**config.mk**
```make
export PLATFORM = sky130hd
export DESIGN_NAME = bird_column_flat
export DESIGN_NICKNAME = d
export VERILOG_FILES = /design/src/rtl/flappy_pkg.sv /design/src/rtl/bird_column_if.sv /design/src/rtl/bird_column_tick_divider.sv /design/src/rtl/bird_column.sv /design/src/flat_wrapper.sv
export SDC_FILE = /design/constraint.sdc
export NUM_CORES = 1
export LEC_CHECK = 0
export BUFFER_PORTS_ARGS = -buffer_cell sky130_fd_sc_hd__buf_2
export CAP_MARGIN = 0
export CORE_MARGIN = 10
export CORE_UTILIZATION = 45
export CTS_BUF_LIST = sky130_fd_sc_hd__clkbuf_16
export CTS_CLUSTER_DIAMETER = 50
export DETAILED_ROUTE_END_ITERATION = 10
export GPL_TIMING_DRIVEN = 0
export PLACE_DENSITY = 0.8
export SETUP_SLACK_MARGIN = 0.05
export SYNTH_ARGS = -nofsm -noshare
export SYNTH_HDL_FRONTEND = slang
export SYNTH_HIERARCHICAL = 1
export SYNTH_SLANG_ARGS = --single-unit
```
**constraint.sdc**
```tcl
create_clock -name clock -period 2.31 [get_ports clock]
set_input_delay 0.5775 -clock clock [delete_from_list [all_inputs] [get_ports clock]]
set_output_delay 0.5775 -clock clock [all_outputs]
set_load 0.02 [all_outputs]
```
**src/rtl/flappy_pkg.sv**
```systemverilog
// -----------------------------------------------------------------------------
// flappy_pkg
// Shared game definitions for the bird column and the pipe generator:
//   state_t  - bird FSM state encoding (IDLE, FLY, DEAD)
//   ROWS     - default LED rows per column
//   TICK_DIV - default clock cycles per game tick
// -----------------------------------------------------------------------------
package flappy_pkg;

    localparam int ROWS     = 8;
    localparam int TICK_DIV = 1792;

    typedef enum logic [1:0] {
        IDLE = 2'd0,
        FLY  = 2'd1,
        DEAD = 2'd2
    } state_t;

endpackage

```
**src/rtl/bird_column_if.sv**
```systemverilog
// -----------------------------------------------------------------------------
// bird_column_if
// Signal bundle between the game controller / LED driver and bird_column.
//   key       - flap button level (synchronised), 1 = pressed
//   restart   - single-cycle pulse, leave DEAD / return to IDLE
//   pipe_col  - lit pipe rows in the bird's column, bit 0 = bottom
//   bird_rows - one-hot bird position for the LED driver
//   bird_pos  - bird row index, 0 = bottom
//   dead      - high while in DEAD
//   tick      - one-cycle game-tick strobe
// master drives the inputs and observes the outputs; slave is bird_column.
// -----------------------------------------------------------------------------
interface bird_column_if #(
    parameter int ROWS = flappy_pkg::ROWS
);
    localparam int PW = $clog2(ROWS);

    logic            key;
    logic            restart;
    logic [ROWS-1:0] pipe_col;
    logic [ROWS-1:0] bird_rows;
    logic [PW-1:0]   bird_pos;
    logic            dead;
    logic            tick;

    modport master (
        output key, restart, pipe_col,
        input  bird_rows, bird_pos, dead, tick
    );

    modport slave (
        input  key, restart, pipe_col,
        output bird_rows, bird_pos, dead, tick
    );

endinterface

```
**src/rtl/bird_column_tick_divider.sv**
```systemverilog
// -----------------------------------------------------------------------------
// tick_divider
// Free-running counter 0..TICK_DIV-1; tick is high exactly in the cycle the
// count equals TICK_DIV-1.
//   clock - system clock, rising edge
//   reset - synchronous, active-high; clears the count
//   tick  - game-tick strobe
// -----------------------------------------------------------------------------
module tick_divider #(
    parameter int TICK_DIV = flappy_pkg::TICK_DIV
) (
    input  logic clock,
    input  logic reset,
    output logic tick
);

    localparam int            CW   = $clog2(TICK_DIV);
    localparam logic [CW-1:0] LAST = CW'(TICK_DIV - 1);

    logic [CW-1:0] r_count;

    always_ff @(posedge clock) begin
        if (reset) begin
            r_count <= '0;
        end else if (r_count == LAST) begin
            r_count <= '0;
        end else begin
            r_count <= r_count + 1'b1;
        end
    end

    assign tick = (r_count == LAST);

endmodule

```
**src/rtl/bird_column.sv**
```systemverilog
// -----------------------------------------------------------------------------
// bird_column
// Bird position state machine for one LED column of the flappy-bird game.
//   clock - system clock, rising edge
//   reset - synchronous, active-high
//   bus   - bird_column_if.slave: key, restart, pipe_col in;
//           bird_rows, bird_pos, dead, tick out
// The bird falls one row per tick, climbs FLAP_ROWS (saturating at the top)
// on a tick after a key press, and dies on hitting the ground or a pipe.
// -----------------------------------------------------------------------------
module bird_column #(
    parameter int ROWS      = flappy_pkg::ROWS,
    parameter int TICK_DIV  = flappy_pkg::TICK_DIV,
    parameter int FLAP_ROWS = 1,
    parameter int START_ROW = ROWS / 2
) (
    input  logic          clock,
    input  logic          reset,
    bird_column_if.slave  bus
);

    import flappy_pkg::*;

    localparam int            PW      = $clog2(ROWS);
    localparam logic [PW-1:0] TOP_ROW = PW'(ROWS - 1);
    localparam logic [PW-1:0] START   = PW'(START_ROW);
    localparam logic [PW:0]   FLAP    = (PW + 1)'(FLAP_ROWS);

    state_t        r_state;
    logic [PW-1:0] r_pos;
    logic          r_pending;
    logic          r_key_prev;

    logic          w_tick;
    logic          w_edge;
    logic          w_hit;
    logic [PW:0]   w_sum;
    logic [PW-1:0] w_up;

    tick_divider #(
        .TICK_DIV (TICK_DIV)
    ) u_tick_divider (
        .clock (clock),
        .reset (reset),
        .tick  (w_tick)
    );

    assign w_edge = bus.key & ~r_key_prev;
    assign w_hit  = bus.pipe_col[r_pos];

    // One extra bit so the climb can be compared against the top row
    // without wrapping.
    assign w_sum = {1'b0, r_pos} + FLAP;
    assign w_up  = (w_sum > {1'b0, TOP_ROW}) ? TOP_ROW : w_sum[PW-1:0];

    always_ff @(posedge clock) begin
        if (reset) begin
            r_state    <= IDLE;
            r_pos      <= START;
            r_pending  <= 1'b0;
            r_key_prev <= 1'b0;
        end else begin
            r_key_prev <= bus.key;
            case (r_state)
                IDLE: begin
                    r_pos     <= START;
                    r_pending <= 1'b0;
                    // Restart outranks a same-cycle key edge; the edge that
                    // launches the bird is consumed, not queued as a flap.
                    if (!bus.restart && w_edge) begin
                        r_state <= FLY;
                    end
                end
                FLY: begin
                    if (bus.restart) begin
                        r_state   <= IDLE;
                        r_pos     <= START;
                        r_pending <= 1'b0;
                    end else if (w_hit) begin
                        // Collision freezes the bird, ignoring any tick.
                        r_state <= DEAD;
                    end else if (w_tick) begin
                        // An edge in the tick cycle queues for the next tick.
                        r_pending <= w_edge;
                        if (r_pending) begin
                            r_pos <= w_up;
                        end else if (r_pos != '0) begin
                            r_pos <= r_pos - 1'b1;
                        end else begin
                            r_state <= DEAD;
                        end
                    end else if (w_edge) begin
                        r_pending <= 1'b1;
                    end
                end
                DEAD: begin
                    if (bus.restart) begin
                        r_state   <= IDLE;
                        r_pos     <= START;
                        r_pending <= 1'b0;
                    end
                end
                default: begin
                    r_state   <= IDLE;
                    r_pos     <= START;
                    r_pending <= 1'b0;
                end
            endcase
        end
    end

    assign bus.bird_rows = ROWS'(1) << r_pos;
    assign bus.bird_pos  = r_pos;
    assign bus.dead      = (r_state == DEAD);
    assign bus.tick      = w_tick;

endmodule
```
**src/flat_wrapper.sv**
```systemverilog
// flat-port wrapper written by rule: the top's interface ports become plain ports
module bird_column_flat import flappy_pkg::*;
#(
    parameter int ROWS      = flappy_pkg::ROWS,
    parameter int TICK_DIV  = flappy_pkg::TICK_DIV,
    parameter int FLAP_ROWS = 1,
    parameter int START_ROW = ROWS / 2
)
  (clock, reset, bus_key, bus_restart, bus_pipe_col, bus_bird_rows, bus_bird_pos, bus_dead, bus_tick);
  bird_column_if #(.ROWS(ROWS)) bus_i ();
  input  logic clock;
  input  logic reset;
  input wire logic [$bits(bus_i.key)-1:0] bus_key;
  input wire logic [$bits(bus_i.restart)-1:0] bus_restart;
  input wire logic [$bits(bus_i.pipe_col)-1:0] bus_pipe_col;
  output wire logic [$bits(bus_i.bird_rows)-1:0] bus_bird_rows;
  output wire logic [$bits(bus_i.bird_pos)-1:0] bus_bird_pos;
  output wire logic [$bits(bus_i.dead)-1:0] bus_dead;
  output wire logic [$bits(bus_i.tick)-1:0] bus_tick;
  assign bus_i.key = bus_key;
  assign bus_i.restart = bus_restart;
  assign bus_i.pipe_col = bus_pipe_col;
  assign bus_bird_rows = bus_i.bird_rows;
  assign bus_bird_pos = bus_i.bird_pos;
  assign bus_dead = bus_i.dead;
  assign bus_tick = bus_i.tick;
  bird_column #(.ROWS(ROWS), .TICK_DIV(TICK_DIV), .FLAP_ROWS(FLAP_ROWS), .START_ROW(START_ROW)) u_core (.clock(clock), .reset(reset), .bus(bus_i));
endmodule
```
==> metrics.csv <==
stage,metric,value,unit
setup_path,worst-path-buf-inv,1,
place,port_buffers,24,
setup_path,slowest_delay,400,ps
cells_and_area,final_cells,190,
floorplan,fp.dieH,71.0,um
synth,synth_area,1170,um2
detailed_routing,routed_via_density,5.55,
floorplan,rows,18,
floorplan,dieArea,5040,um2
cells_and_area,antennaDiodeCount,0,
sta,max_freq,0.456,GHz
detailed_routing,dr.pass1.iters,4,
setup_path,crit_type,reg2out,
setup_path,cp.arrival,1620,ps
sta,finalSetupViolations,0,
floorplan,core_area,2480,um2
outcome,status,finished clean,
setup_path,crit_path_start_kind,register,
setup_path,worstPathMaxFanout,6,
synth,synth.area.top_cells,"dfxtp_1 31%, ha_1 8.6%, mux4_1 4.5%",
pwr,clockPowerShare,46.2,%
sta,fin_setup_tns,0,ps
place,dp_cells,185,
global_route,antenna_found_initial,0,
synth,async_flop_share,0,%
cells_and_area,drive_gt1_share,28.7,%
cts,clock-sinks,18,
min_path,worstHoldPathType,reg2reg,
sta,rsz0062_at_grt,yes,
synth,synth_ff_type,dfxtp_1,
pwr,power.density,508,nW/um2
setup_path,r2r_cells,6,
synth,yosysTopAreaCell,dfxtp_1,
cts,ctsHoldBuffers,0,
sta,worstMarginPinSlew,451,ps
synth,ys_seq_area_share,30.8,%
setup_path,cpLargestDelayFamily,simple AND/OR/NAND/NOR gates,
job,maxCapViolations,0,
detailed_routing,route.detailed.drc,0,
synth,synth-seq-cells,18,
global_route,grt_pass1_vias,945,
min_path,hold-path-endpoint,u_core/u_tick_divider/r_count[0],
setup_path,crit_cells,4,
global_route,grt_first_pass_wirelength,4.26,mm
synth,synthesis.nets,151,
sta,relSlewSlack,69.9,%
pwr,totalPowerFinal,0.000737,W
pwr,comb_power_share,8.7,%
sta,hold_viol_final,0,
sta,fin_skew,3.96,ps
pwr,p_int,0.000582,W
cts,clk_pin_slew,50,ps
place,dp_slack,37.1,ps
detailed_routing,drtIter0Drc,93,
pwr,p_leak,0.609,nW
synth,synth_most_common_cell,dfxtp_1,
cts,insertion_delay,250,ps
synth,synth_edf_count,0,
cts,cts_buffer_depth,2,
synth,synth_top_area_share,30.8,%
setup_path,r2r-start,u_core/u_tick_divider/r_count[0],
place,dp_hpwl,2.02,mm
detailed_routing,ant_nets,0,
cells_and_area,fin_nets,181,
place,globalplace.congestion,0.854,
cts,cts_tree,done,
global_route,overflow,0,
pwr,power.share.sequential,45.1,%
cells_and_area,area_growth,24.0,%
global_route,grt_max_degree,11,
synth,synth_cells,131,
global_route,grt_use_total,10.1,%
sta,worst_slack,117,ps
setup_path,reg2reg_slack,190,ps
pwr,power.net_switching,0.000155,W
sta,post-route-period-util,94.9,%
cts,htreeDepth,1,
setup_path,slowest_stage,dfxtp_1,
detailed_routing,dr_total_vias,1055,
pwr,peakVddDrop,0.000565,V
sta,finalMaxSlewViolations,0,
floorplan,ios,25,
setup_path,worstReg2RegEnd,u_core/bus.bird_pos[2],
pwr,p_sw_share,21.0,%
detailed_routing,routed_wirelength,2.60,mm
synth,synthTopCellsByCount,"18 x dfxtp_1, 11 x inv_1",
detailed_routing,routedWlPerCell,13.7,um
synth,netlist-cell-type-count,49,
setup_path,end_kind,output pin,
synth,synth_area_per_cell,8.93,um2
floorplan,die_x,71.0,um
min_path,whs_path_depth,1,
cts,root_buffer,clkbuf_16,
synth,yosys_warnings,6,
floorplan,initial_core_util,47.2,%
setup_path,required,1730,ps
min_path,min_from,u_core/u_tick_divider/r_count[0],
cts,numCtsBuffers,3,
sta,finalCriticalPeriod,2190,ps
setup_path,cp_cell_sequence,ha_4 -> nand4_1 -> nor4_4 -> buf_2,
==> per-layer routing <==
metal,track usage [%],vias up,share of wire [%]
met3,2.23,4,3.2
met1,11.7,487,46
li1,-,543,-
met2,16.9,21,50
met5,0,-,0
met4,5.16,0,1.3
==> flip-flops by register name, summed over array words and instances, names as in the netlist <==
register                       flops
u_core/u_tick_divider/r_count     11
u_core/r_key_prev                  1
u_core/bus.bird_pos                3
u_core/r_state                     2
u_core/r_pending                   1
==> worst max-delay path by stage <==
stage / start / endpoint / slack, ps
after floorplan: u_core/u_tick_divider/r_count[0] / u_core/bus.bird_pos[2] / 70
after global placement: bus_pipe_col[5] / u_core/bus.bird_pos[2] / 40
after detailed placement: bus_pipe_col[5] / u_core/bus.bird_pos[2] / 40
after CTS: u_core/u_tick_divider/r_count[0] / bus_tick / 50
after global routing: u_core/u_tick_divider/r_count[0] / bus_tick / 30
final: u_core/u_tick_divider/r_count[0] / bus_tick / 120
==> cell usage in the layout, fill, tap and decap left out, types with 2 or more instances in the layout <==
cell / synthesis / layout
o21ai_0: 6 / 6
inv_1: 11 / 11
o211ai_1: 3 / 3
nor3_1: 2 / 2
ha_1: 8 / 7
a21oi_1: 8 / 8
or3_1: 2 / 2
nand2_1: 4 / 4
buf_2: 2 / 26
a31oi_1: 2 / 2
or4_1: 2 / 2
mux4_1: 2 / 2
nand4_1: 3 / 3
clkbuf_16: 0 / 3
nor2b_1: 6 / 6
nor2_1: 8 / 8
xor2_1: 3 / 3
nand3_1: 8 / 8
dfxtp_1: 18 / 17
and2_1: 2 / 2
==> power groups by stage <==
stage               Combinational [W]  Clock (W)  Sequential [W]
floorplan                   0.0000441          0        0.000336
global placement            0.0000612          0        0.000338
detailed placement          0.0000638          0        0.000338
CTS                         0.0000645   0.000349        0.000332
global route                0.0000721   0.000368        0.000334
finish                      0.0000642   0.000341        0.000333
==> metrics by stage <==
stage / cell area (um2) / utilization (%) / hold slack (ps)
finish: 1450 / 58.5 / 486
global route: 1450 / 58.5 / 510
CTS: 1440 / 58.2 / 494
detailed placement: 1360 / 55.0 / 482
global placement: 1360 / 55.0 / 467
floorplan: 1200 / - / 452
==> kinds of logic (layout without fill, tap and decap cells) <==
logic type | Yosys count | after routing | synth area share, %
multiplexers | 4 | 4 | 6.74
buffers and inverters | 16 | 45 | 5.88
AO/OA/AOI/OAI | 31 | 31 | 19.4
XOR/XNOR | 4 | 4 | 3.00
AND/OR/NAND/NOR | 50 | 50 | 25.7
flip-flops | 18 | 18 | 30.8
adder cells (fa/ha/maj) | 8 | 8 | 8.56
==> timing repair <==
action | CTS | global route
hold endpoints to repair | 0 | 0
setup endpoints to repair | 1 | 2
setup buffers | 0 | 1
gates resized for setup | 0 | 1
pin swaps | 1 | 1
==> area by class of cell <==
cell class	count	area (um2)
plain buffers	5	27.5
well taps	30	37.5
flip-flops and latches	18	362
inverters	11	41.3
clock buffers	3	75.1
multi-input cells	97	776
clock inverters	1	3.75
fillers	215	1030
repair buffers	25	128
Power figures use the tool's default switching activity.
